`src/rtl/jt7759_seq.sv`:
```
// jt7759_seq: phrase sequencer; reads the phrase table, interprets commands, streams ADPCM nibbles.
// Latency: busyn falls one clk after start; each byte is a cs/ok handshake; nibbles leave one clk after cen_dec.
// Backpressure: waits on ctrl_ok per byte; a cen_dec tick with no nibble buffered is skipped.
module jt7759_seq #(
  parameter int SILENCE_UNIT = 32
) (
  input  logic        clk,
  input  logic        rstn,
  input  logic        cen_dec,
  input  logic        start,
  input  logic [7:0]  phrase,
  output logic        busyn,
  output logic        ctrl_cs,
  output logic        ctrl_busyn,
  output logic [16:0] ctrl_addr,
  input  logic [7:0]  ctrl_din,
  input  logic        ctrl_ok,
  output logic        dec_valid,
  output logic [3:0]  dec_nibble,
  output logic        dec_rst,
  output logic        mute
);

  localparam int SW = $clog2(63 * SILENCE_UNIT + 1);

  typedef enum logic [3:0] {
    S_IDLE, S_FLUSH, S_RD_MAX, S_RD_HI, S_RD_LO,
    S_RD_CMD, S_RD_CNT, S_SILENCE, S_PLAY
  } state_t;

  state_t        state_q, state_d, pend_q, pend_d;
  logic [7:0]    phrase_q, phrase_d, hi_q, hi_d;
  logic [16:0]   addr_q, addr_d;
  logic          cs_q, cs_d;
  logic [8:0]    cnt_q, cnt_d;       // nibbles still to emit in this PLAY block
  logic [7:0]    bleft_q, bleft_d;   // bytes still to fetch in this PLAY block
  logic [7:0]    cur_q, cur_d, nxt_q, nxt_d;
  logic          cur_vld_q, cur_vld_d, nxt_vld_q, nxt_vld_d;
  logic          half_q, half_d;     // 1: high nibble of cur already emitted
  logic [SW-1:0] sil_q, sil_d;
  logic          busyn_q, busyn_d, cbusyn_q, cbusyn_d;
  logic          dvld_q, dvld_d, drst_q, drst_d, mute_q, mute_d;
  logic [3:0]    dnib_q, dnib_d;
  logic          cap, emit, want;

  // Next-state logic: command interpretation, byte handshake and nibble buffering
  always_comb begin
    state_d   = state_q;   pend_d    = pend_q;
    phrase_d  = phrase_q;  hi_d      = hi_q;
    addr_d    = addr_q;    cs_d      = cs_q;
    cnt_d     = cnt_q;     bleft_d   = bleft_q;
    cur_d     = cur_q;     cur_vld_d = cur_vld_q;
    nxt_d     = nxt_q;     nxt_vld_d = nxt_vld_q;
    half_d    = half_q;    sil_d     = sil_q;
    dnib_d    = dnib_q;    dvld_d    = 1'b0;
    cap       = cs_q & ctrl_ok;
    emit      = 1'b0;
    // Prefetch only once the high nibble of the current byte is out, one byte deep
    want      = (state_q inside {S_RD_MAX, S_RD_HI, S_RD_LO, S_RD_CMD, S_RD_CNT}) ||
                (state_q == S_PLAY && bleft_q != 8'd0 && !nxt_vld_q && (!cur_vld_q || half_q));

    if (start) begin
      phrase_d  = phrase;
      addr_d    = '0;
      state_d   = S_FLUSH;
      pend_d    = S_RD_MAX;
      cs_d      = 1'b0;
      cur_vld_d = 1'b0;
      nxt_vld_d = 1'b0;
    end else begin
      case (state_q)
        S_IDLE: ;
        S_FLUSH: state_d = pend_q;
        S_RD_MAX: if (cap) begin
          if (phrase_q > ctrl_din) begin
            state_d = S_IDLE;
          end else begin
            addr_d  = 17'd5 + {8'd0, phrase_q, 1'b0};
            state_d = S_FLUSH;
            pend_d  = S_RD_HI;
          end
        end
        S_RD_HI: if (cap) begin
          hi_d    = ctrl_din;
          addr_d  = addr_q + 17'd1;
          state_d = S_RD_LO;
        end
        S_RD_LO: if (cap) begin
          addr_d  = {hi_q, ctrl_din, 1'b0};
          state_d = S_FLUSH;
          pend_d  = S_RD_CMD;
        end
        S_RD_CMD: if (cap) begin
          addr_d    = addr_q + 17'd1;
          cur_vld_d = 1'b0;
          nxt_vld_d = 1'b0;
          half_d    = 1'b0;
          case (ctrl_din[7:6])
            2'b00: begin
              if (ctrl_din[5:0] == 6'd0) state_d = S_IDLE;
              else begin
                state_d = S_SILENCE;
                sil_d   = SW'(32'(ctrl_din[5:0]) * SILENCE_UNIT);
              end
            end
            2'b01: begin
              state_d = S_PLAY;
              cnt_d   = 9'd256;
              bleft_d = 8'd128;
            end
            2'b10:   state_d = S_RD_CNT;
            default: state_d = S_IDLE;
          endcase
        end
        S_RD_CNT: if (cap) begin
          addr_d  = addr_q + 17'd1;
          cnt_d   = {1'b0, ctrl_din} + 9'd1;
          bleft_d = 8'(({1'b0, ctrl_din} + 9'd2) >> 1);
          state_d = S_PLAY;
        end
        S_SILENCE: if (cen_dec) begin
          if (sil_q <= SW'(1)) state_d = S_RD_CMD;
          else                 sil_d   = sil_q - SW'(1);
        end
        S_PLAY: begin
          if (cen_dec && cur_vld_q) begin
            emit   = 1'b1;
            dvld_d = 1'b1;
            dnib_d = half_q ? cur_q[3:0] : cur_q[7:4];
            cnt_d  = cnt_q - 9'd1;
            // Odd count: the low nibble of the last byte is dropped here
            if (half_q || cnt_q == 9'd1) cur_vld_d = 1'b0;
            else                         half_d    = 1'b1;
          end
          if (!cur_vld_d && nxt_vld_q) begin
            cur_d     = nxt_q;
            cur_vld_d = 1'b1;
            half_d    = 1'b0;
            nxt_vld_d = 1'b0;
          end
          if (cap) begin
            addr_d  = addr_q + 17'd1;
            bleft_d = bleft_q - 8'd1;
            if (!cur_vld_d) begin
              cur_d     = ctrl_din;
              cur_vld_d = 1'b1;
              half_d    = 1'b0;
            end else begin
              nxt_d     = ctrl_din;
              nxt_vld_d = 1'b1;
            end
          end
          if (emit && cnt_q == 9'd1) state_d = S_RD_CMD;
        end
        default: state_d = S_IDLE;
      endcase
      // A captured byte always drops cs for at least one clk before the next request
      if (cap)              cs_d = 1'b0;
      else if (!cs_q && want) cs_d = 1'b1;
    end

    busyn_d  = (state_d == S_IDLE);
    cbusyn_d = (state_d == S_IDLE) || (state_d == S_FLUSH);
    // Decoder state survives between PLAY blocks; only IDLE and SILENCE clear it
    if (state_d == S_IDLE || state_d == S_SILENCE) begin
      drst_d = 1'b1;
      mute_d = 1'b1;
    end else if (state_d == S_PLAY) begin
      drst_d = 1'b0;
      mute_d = 1'b0;
    end else begin
      drst_d = drst_q;
      mute_d = mute_q;
    end
  end

  // State and registered outputs
  always_ff @(posedge clk or negedge rstn) begin
    if (!rstn) begin
      state_q   <= S_IDLE;  pend_q    <= S_RD_MAX;
      phrase_q  <= '0;      hi_q      <= '0;
      addr_q    <= '0;      cs_q      <= 1'b0;
      cnt_q     <= '0;      bleft_q   <= '0;
      cur_q     <= '0;      cur_vld_q <= 1'b0;
      nxt_q     <= '0;      nxt_vld_q <= 1'b0;
      half_q    <= 1'b0;    sil_q     <= '0;
      busyn_q   <= 1'b1;    cbusyn_q  <= 1'b1;
      dvld_q    <= 1'b0;    dnib_q    <= '0;
      drst_q    <= 1'b1;    mute_q    <= 1'b1;
    end else begin
      state_q   <= state_d;   pend_q    <= pend_d;
      phrase_q  <= phrase_d;  hi_q      <= hi_d;
      addr_q    <= addr_d;    cs_q      <= cs_d;
      cnt_q     <= cnt_d;     bleft_q   <= bleft_d;
      cur_q     <= cur_d;     cur_vld_q <= cur_vld_d;
      nxt_q     <= nxt_d;     nxt_vld_q <= nxt_vld_d;
      half_q    <= half_d;    sil_q     <= sil_d;
      busyn_q   <= busyn_d;   cbusyn_q  <= cbusyn_d;
      dvld_q    <= dvld_d;    dnib_q    <= dnib_d;
      drst_q    <= drst_d;    mute_q    <= mute_d;
    end
  end

  assign busyn      = busyn_q;
  assign ctrl_cs    = cs_q;
  assign ctrl_busyn = cbusyn_q;
  assign ctrl_addr  = addr_q;
  assign dec_valid  = dvld_q;
  assign dec_nibble = dnib_q;
  assign dec_rst    = drst_q;
  assign mute       = mute_q;

endmodule

```
`config.mk`:
```
export PLATFORM = sky130hd
export DESIGN_NAME = jt7759_seq
export DESIGN_NICKNAME = d
export VERILOG_FILES = /design/src/rtl/jt7759_seq.sv
export SDC_FILE = /design/constraint.sdc
export NUM_CORES = 1
export LEC_CHECK = 0
export ABC_AREA = 1
export CAP_MARGIN = 20
export CORE_AREA = 2 2 138 140
export CTS_CLUSTER_SIZE = 24
export DETAILED_ROUTE_END_ITERATION = 16
export DIE_AREA = 0 0 140 142
export PLACE_DENSITY = 0.57
export SETUP_SLACK_MARGIN = 0.05
export SLEW_MARGIN = 20
export SYNTH_ARGS = -nofsm -noshare
export SYNTH_HDL_FRONTEND = slang
export SYNTH_SLANG_ARGS = --single-unit
```
`constraint.sdc`:
```
create_clock -name clk -period 5.1 [get_ports clk]
set_clock_uncertainty 0.05 [all_clocks]
set_input_delay 1.275 -clock clk [delete_from_list [all_inputs] [get_ports clk]]
set_output_delay 1.275 -clock clk [all_outputs]
set_load 0.01 [all_outputs]
```
==> impl_results.md <==
- Avg WL per Cell: 14.72 um
- Critical path launch point type: input pin
- Area Overhead vs Synth: 14.66%
- Initial core utilization: 0.3409
- Largest net degree at the start of global routing: 72
- Post-Syn Area per Cell: 7.401 um^2
- N_diodes: 0
- Hold Crit Depth: 2
- First-pass DRT Iterations: 11
- Cells after Synth: 850
- Vias: 5595
- Hold slack final: 0.4315 ns
- Worst-path clk slew: 0.07 ns
- Reg2reg end: mute$_DFFE_PN1P_
- Final min period: 3.500 ns
- Net Sw Power: 0.9704 mW
- Root Driver: clkbuf_16
- Comb power frac: 0.337
- Synth unique cells: 52
- Clock Power Share: 0.251
- Floorplan row count: 50
- Clk_lat worst skew: 0.35 ns
- Slew headroom: 0.3717
- PwrDens: 353.5 nW/um^2
- Dpl cell area: 6940 um^2
- Die width: 140 um
- Final Hold Viols: 0
- Post-synthesis sequential area ratio: 0.3827
- First-pass GRT wire length: 27590 um
- Vias in the first global route: 5230
- Chip height: 142 um
- Finished Cell Area: 7213 um^2
- Initial antenna violation count: 0
- Critical path class: in2reg
- CTS sink cnt: 96
- Antenna Nets Post-Route: 0
- Gr usage total: 0.1744
- #FFs+latches synth: 96
- Tcrit/Tclk final: 0.6863
- Worst Path Max Fanout: 15
- Area leader, netlist: dfrtp_1
- YS warnings: 0
- 1st-iter DRT viols: 466
- IO Pins: 48
- RSZ-0062 raised after global routing: no
- Final #Nets: 930
- R2r worst-path depth: 12
- Int Power: 1.580 mW
- CTS Hold Bufs: 0
- Dpl hpwl: 12350 um
- Max Freq: 285.7 MHz
- Slew @ Worst Pin: 0.9425 ns
- Remaining global-route overflow: 0
- Register share of total power: 0.411
- CP Data Required Time: 5.29 ns
- Hold_sp: nxt_q[4]$_DFFE_PN0P_
- Synth top area cells: dfrtp_1, nand2_1, o21ai_0
- Syn_nets: 890
- CTS buffer count: 9
- Worst Path Arrival: 3.69 ns
- GP Congestion: 0.8694
- Setup Fix Bufs, Post-CTS: 0
- Synth Cell Area: 6291 um^2
- Commonest cells in the netlist: nand2_1, inv_1, dfrtp_1, o21ai_0, nor2_1
- CP Capture Type: register
- Maxcap violations: 0
- Top FF cell, synth: dfrtp_1
- Hold WC Path Type: reg2reg
- Most frequent cell after synthesis: nand2_1
- Total wire length: 16610 um
- Max VDD drop: 0.2124 mV
- Layout cells sized above 1: 0.1085
- Outcome: finished, violations left
- Final setup TNS: 0 ns
- Hold EP: nxt_q[4]$_DFFE_PN0P_
- DRC errors left: 5
- Core Area: 18460 um^2
- Final setup viols: 0
- Worst R2R Start: state_q[1]$_DFF_PN0_
- Setup slack, reg-to-reg: 2.64 ns
- Vias per cell: 4.960
- Slew Limit Fails: 0
- Lkg Pwr: 3.294 nW
- Switching Share: 0.3806
- Synth top area share: 0.3660
- Post-synth EDFFs: 0
- Violations in the final reports: design-rule violations
- Maximum root-to-sink buffer count: 2
- Post-CTS sizing: 0
- Die ar.: 19880 um^2
- I/O Buffers: 47
- H-tree depth: 3
- Async SR Flop Fraction: 1.000
- CTS tree: done
[metrics by stage]
step / power [mW] / util / setup WS (ns) / cells
after floorplan: 1.670 / - / 2.278 / 850
after global routing: 2.740 / 0.3908 / 1.370 / 1128
after CTS: 2.572 / 0.3908 / 1.599 / 1128
after detailed placement: 1.921 / 0.3761 / 1.226 / 1113
final: 2.550 / 0.3908 / 1.600 / 1128
after global placement: 1.925 / 0.3761 / 1.257 / 1113
[critical path, cell delays in order]
cell	delay [ns]
clkdlybuf4s50_1	0.61
inv_1	0.27
ha_1	0.36
nand2_1	0.06
nor2_1	0.14
nand4_1	0.11
nand4_1	0.18
nand2_4	0.11
nor2_8	0.28
inv_1	0.14
nand2_1	0.09
o21ai_2	0.05
[power by group through the flow]
stage / Sequential, mW / Clock (mW) / Combinational, mW
2_1_floorplan: 1.04 / 0 / 0.628
5_1_grt: 1.07 / 0.689 / 0.979
3_3_place_gp: 1.06 / 0 / 0.864
6_report: 1.05 / 0.641 / 0.860
4_1_cts: 1.05 / 0.657 / 0.867
3_5_place_dp: 1.06 / 0 / 0.861
[state kept, by name, indices dropped and copies added, names as in the netlist, 3 cells and up]
name / count
state_q: 4
nxt_q: 8
ctrl_addr: 17
bleft_q: 8
phrase_q: 8
dec_nibble: 4
cur_q: 8
sil_q: 11
pend_q: 3
cnt_q: 9
hi_q: 8
[worst max path at each step]
stage	from	end	slack (ns)	cells after the start
floorplan	ctrl_din[6]	ctrl_addr[0]$_DFFE_PN0P_	2.28	12
global placement	ctrl_din[6]	ctrl_addr[2]$_DFFE_PN0P_	1.26	12
detailed placement	ctrl_din[6]	ctrl_addr[2]$_DFFE_PN0P_	1.23	12
CTS	ctrl_din[6]	ctrl_addr[2]$_DFFE_PN0P_	1.60	12
global route	ctrl_din[6]	ctrl_addr[1]$_DFFE_PN0P_	1.37	12
finish	ctrl_din[6]	ctrl_addr[5]$_DFFE_PN0P_	1.60	12
[routing by layer]
metal,up-vias,share of wire,global-route usage
li1,2860,-,-
met1,2601,0.50,0.2517
met2,114,0.45,0.2704
met3,20,0.035,0.02355
met4,0,0.018,0.05848
met5,-,0,0
[cells in the final DEF (no fill, tap or decap), drive strengths merged]
| master | instances |
|---|---|
| nand2 | 217 |
| inv | 117 |
| o21ai | 101 |
| dfrtp | 92 |
| nor2 | 82 |
| nand3 | 55 |
| a21oi | 48 |
| clkdlybuf4s50 | 46 |
| ha | 19 |
| nor3 | 19 |
| o22ai | 12 |
| nand4 | 11 |
| xor2 | 11 |
| clkbuf | 10 |
| a31oi | 7 |
| buf | 6 |
| o211ai | 6 |
| clkinv | 6 |
| o31ai | 5 |
| or2 | 5 |
| dfstp | 4 |
| xnor2 | 3 |
| nand3b | 2 |
| clkinvlp | 2 |
| a21o | 1 |
| o21a | 1 |
| o21bai | 1 |
| nor3b | 1 |
| a311oi | 1 |
| o311ai | 1 |
| o221ai | 1 |
| o41ai | 1 |
[cell families (layout without fill, tap and decap cells)]
group	after synthesis	in the layout	share of synthesized area
flops	96	96	0.3827
fa+ha+maj	19	19	0.03779
xor+xnor	14	14	0.01949
simple gates	392	392	0.2890
compound gates	186	186	0.1744
buf+inv	143	187	0.09666
[layout make-up]
type,instances,area [um^2]
Multi-Input combinational cell,611,3276
Clock buffer,10,239.0
Timing Repair Buffer,52,505.5
Inverter,120,459.2
Fill cell,1963,11240
Sequential cell,96,2407
Tap cell,234,292.8
Clock inverter,5,33.78
(Power assumes the default switching activity.)
==> RTL change 1 (config.mk and constraints unchanged) <==
Reset style: synchronous (`rstn`), changed in one clocked block.
--- a/src/rtl/jt7759_seq.sv
+++ b/src/rtl/jt7759_seq.sv
@@ -177,3 +177,3 @@
   // State and registered outputs
-  always_ff @(posedge clk or negedge rstn) begin
+  always_ff @(posedge clk) begin
     if (!rstn) begin
Function: differs if rstn is asserted again (counterexample within 4 cycles, from zero or initial values and one cycle with rstn low); with rstn held inactive, the same outputs for 4 cycles.
==> RTL change 1 against the original RTL <==
  * Synthesized cell count up 2.4%
  * Setup slack worse by 170 ps
  * Wire length increased by 1.1%
  * Sequential cell count did not move
  * Synthesized area down 7.9%
  * Critical path depth is the same
  * Cell area is 6.6% lower
Power is not compared: it rests on default switching activity, and its combinational part moved more than twofold at a synthesized area within 25%.
==> RTL change 1: results (changes against the original RTL) <==
crit path max fanout 19 (+4); Non-clk invs 112 (-6.7%); met2 usage in global routing 28.4% (+1.3 points); Post-Route M1 WL 8130 um (-2.1%); hold path startpoint pend_q[0]$_SDFFE_PP0P_; largest net degree at the start of global routing 52 (-28%); Mapped Nets 910 (+2.2%); number of global-route vias before repair 5492 (+5.0%); WP data arrival 3860 ps (+170 ps); first-pass GRT wire length 27800 um (+0.87%); Hold Slack 413 ps (-18.9 ps); First-pass DRT Iterations 7 (-4); metal3 WL 722 um (+23%); DP Area 0.00643 mm2 (-7.3%); DRT iter0 DRCs 410 (-12%); Synth area leader dfxtp_1; status complete, no violations; synth cell count leaders 152 x nand2_1, 110 x nor2_1, 103 x o21ai_0, 98 x inv_1, 96 x dfxtp_1; Hold Crit Endpoint pend_q[0]$_SDFFE_PP0P_; hpwl dp 11900 um (-3.5%); Final GP Congestion 0.885 (+1.7%); Buffers excl. clock 55 (+5.8%); CLK BUF 13 (+3); GR Util All Layers 17.4% (about the same); R2R Setup Slk 2290 ps (-350 ps); met1 usage 23.1% (-2.1 points); Avg WL per Cell 14.7 um (-0.29%); Seq area share 28.5% (-4.8 points); Net count, final 945 (+1.6%); RR Endpoint ctrl_addr[12]$_SDFFE_PP0P_; multi-input combinational area share 48.5% (+3.1 points); Seq/Total Area, Yosys 33.2% (-5.1 points); slew margin rel. 46.0% (+8.9 points); syn_area_per_cell 6.66 um2 (-10%); met3 usage 2.42% (+0.067 points); Distinct cells, synth 48 (-7.7%)
## RTL change 1: how the worst max path moves through the flow
stage / cells past startpoint / start / slack (ps) / end
6_report: 12 / ctrl_din[7] / 1430 / ctrl_addr[12]$_SDFFE_PP0P_
5_1_grt: 12 / ctrl_din[7] / 1230 / ctrl_addr[7]$_SDFFE_PP0P_
4_1_cts: 12 / ctrl_din[7] / 1490 / ctrl_addr[15]$_SDFFE_PP0P_
3_5_place_dp: 12 / ctrl_din[7] / 1110 / ctrl_addr[16]$_SDFFE_PP0P_
3_3_place_gp: 12 / ctrl_din[7] / 1180 / ctrl_addr[15]$_SDFFE_PP0P_
2_1_floorplan: 12 / ctrl_din[6] / 2160 / ctrl_addr[6]$_SDFFE_PP0P_
## RTL change 1: logic make-up (layout without fill, tap and decap cells)
| family | after synthesis | in the layout | synth area share, % |
|---|---|---|---|
| AOI/OAI and AO/OA | 240 | 240 | 23.2 |
| xor gates and xnor gates | 14 | 14 | 2.12 |
| adders and majority gates | 19 | 19 | 4.10 |
| DFF | 96 | 96 | 33.2 |
| buffers and inverters | 143 | 183 | 10.5 |
| and+or+nand+nor | 358 | 358 | 27.0 |
## RTL change 1: through the flow
| stage | std cells | utilization [%] |
|---|---|---|
| after floorplan | 870 | - |
| after global placement | 1128 | 34.9 |
| final | 1144 | 36.5 |
| after CTS | 1144 | 36.5 |
| after global routing | 1144 | 36.5 |
| after detailed placement | 1128 | 34.9 |
## RTL change 1: worst max-delay path: stages
cell and delay (ps):
clkdlybuf4s50_1 590, clkinv_1 340, ha_1 420, nand2_1 70, nor2_1 130, nand2_1 70
nand2_1 70, nand3_1 130, o211ai_4 300, inv_4 190, o21ai_0 200, a21oi_1 60
==> RTL change 2 (same settings) <==
Made on the original files. `SILENCE_UNIT`: 32 -> 16.
--- a/src/rtl/jt7759_seq.sv
+++ b/src/rtl/jt7759_seq.sv
@@ -4,3 +4,3 @@
 module jt7759_seq #(
-  parameter int SILENCE_UNIT = 32
+  parameter int SILENCE_UNIT = 16
 ) (
Formal check against the unedited RTL: same outputs for any inputs over 4 cycles, from zero or initial values and one cycle with rstn low; that may be too few to reach the edited logic, so the function may still have changed.
==> RTL change 2 against the original RTL <==
  * The run still ends with design-rule violations left
  * Synthesized area fell by 3.8%
  * Worst hold slack improved by 2.9 ps
  * Critical path depth did not move
  * Non-clock buffer count rose by 1
  * Cell count fell by 0.80%
  * Sequential cell count fell by 1
  * Total power rose by 2.0%
  * Wire length rose by 0.48%
  * Synthesized cell count fell by 1.8%
  * Via count fell by 0.57%
  * Setup slack got worse by 230 ps
  * Cell area fell by 2.0%
==> RTL change 2: results (changes against the original RTL) <==
sequential share of power 40.5% (-0.6 points); First-pass DRT Iterations 13 (+2); Seq/Total Area, Yosys 39.4% (+1.1 points); violated checks design-rule violations; first-pass GRT wire length 27700 um (+0.25%); Hold Slack 434 ps (+2.93 ps); largest net degree at the start of global routing 64 (-11%); Worst-Margin Slew 872 ps (-70.8 ps); status finished with violations; RR Endpoint ctrl_addr[6]$_DFFE_PN0P_; number of global-route vias before repair 5315 (+1.6%); Post-Route M1 WL 8340 um (+0.48%); met2 usage in global routing 27.0% (about the same); hpwl dp 12100 um (-2.3%); P_leak 3.26 nW (-0.99%); Critical R2R Launch state_q[3]$_DFF_PN0_; metal3 WL 670 um (+14%); DRC viols 2 (-3); R2R Setup Slk 2470 ps (-170 ps); Sw Ratio 36.7% (-1.4 points); Distinct cells, synth 51 (-1.9%); hold path startpoint nxt_q[0]$_DFFE_PN0P_; share of layout cells above drive strength 1 9.15% (-1.7 points); dominant cells by area after synthesis dfrtp_1 38%, nand2_1 14%, o21ai_0 6.9%, inv_1 6.1%, nor2_1 4.5%; synth cell count leaders 223 x nand2_1, 98 x inv_1, 91 x dfrtp_1, 84 x o21ai_0, 72 x nor2_1; # fillers 1946 (-0.87%); cell family with most CP delay simple AND/OR/NAND/NOR gates; worst r2r path cells 10 (-2); Comb power 0.801 mW (-6.9%); Hold Crit Endpoint nxt_q[0]$_DFFE_PN0P_; Net count, final 920 (-1.1%); Mapped Nets 875 (-1.7%); met2 WL 7400 um (-0.11%)
-- RTL change 2: changes by cell type after synthesis, sizes merged, moves of 2 or more --
cell | unedited run | this run
a21oi | 48 | 26
buf | 15 | 12
inv | 117 | 111
nand2 | 217 | 229
nand3 | 55 | 51
nand4 | 11 | 13
o21ai | 101 | 105
o221ai | 1 | 3
o311ai | 1 | 3
xor2 | 11 | 7
-- RTL change 2: final cells by class --
type	instances	share of cell area, %
sequential	95	33.7
clock buffer	9	3.19
multi-input combinational	607	44.3
timing repair buffer	53	7.26
inverter	114	6.05
tap	234	4.14
clock inverter	7	1.35
-- RTL change 2: metrics by stage --
step                      utilization, %  worst slack [ps]  std cells  power (mW)
after floorplan                        -              2250        835        1.61
after global placement              36.6              1140       1103        1.86
after detailed placement            36.6              1030       1103        1.87
after CTS                           38.3              1410       1119        2.63
after global routing                38.3              1200       1119        2.79
final                               38.3              1370       1119        2.60
-- RTL change 2: logic make-up after synthesis --
kind of cell | Yosys count | synth area share, %
XOR/XNOR | 9 | 1.30
AO/OA/AOI/OAI | 176 | 17.2
AND/OR/NAND/NOR | 403 | 29.4
buffers and inverters | 133 | 8.87
flip-flops | 95 | 39.4
adder cells (fa/ha/maj) | 19 | 3.93
-- RTL change 2: worst max path at each step --
stage | start | end | slack (ps)
5_1_grt | ctrl_din[6] | ctrl_addr[6]$_DFFE_PN0P_ | 1200
3_3_place_gp | ctrl_din[6] | ctrl_addr[6]$_DFFE_PN0P_ | 1140
3_5_place_dp | ctrl_din[6] | ctrl_addr[6]$_DFFE_PN0P_ | 1030
2_1_floorplan | ctrl_din[7] | ctrl_addr[2]$_DFFE_PN0P_ | 2250
4_1_cts | ctrl_din[6] | ctrl_addr[6]$_DFFE_PN0P_ | 1410
6_report | ctrl_din[6] | ctrl_addr[6]$_DFFE_PN0P_ | 1370
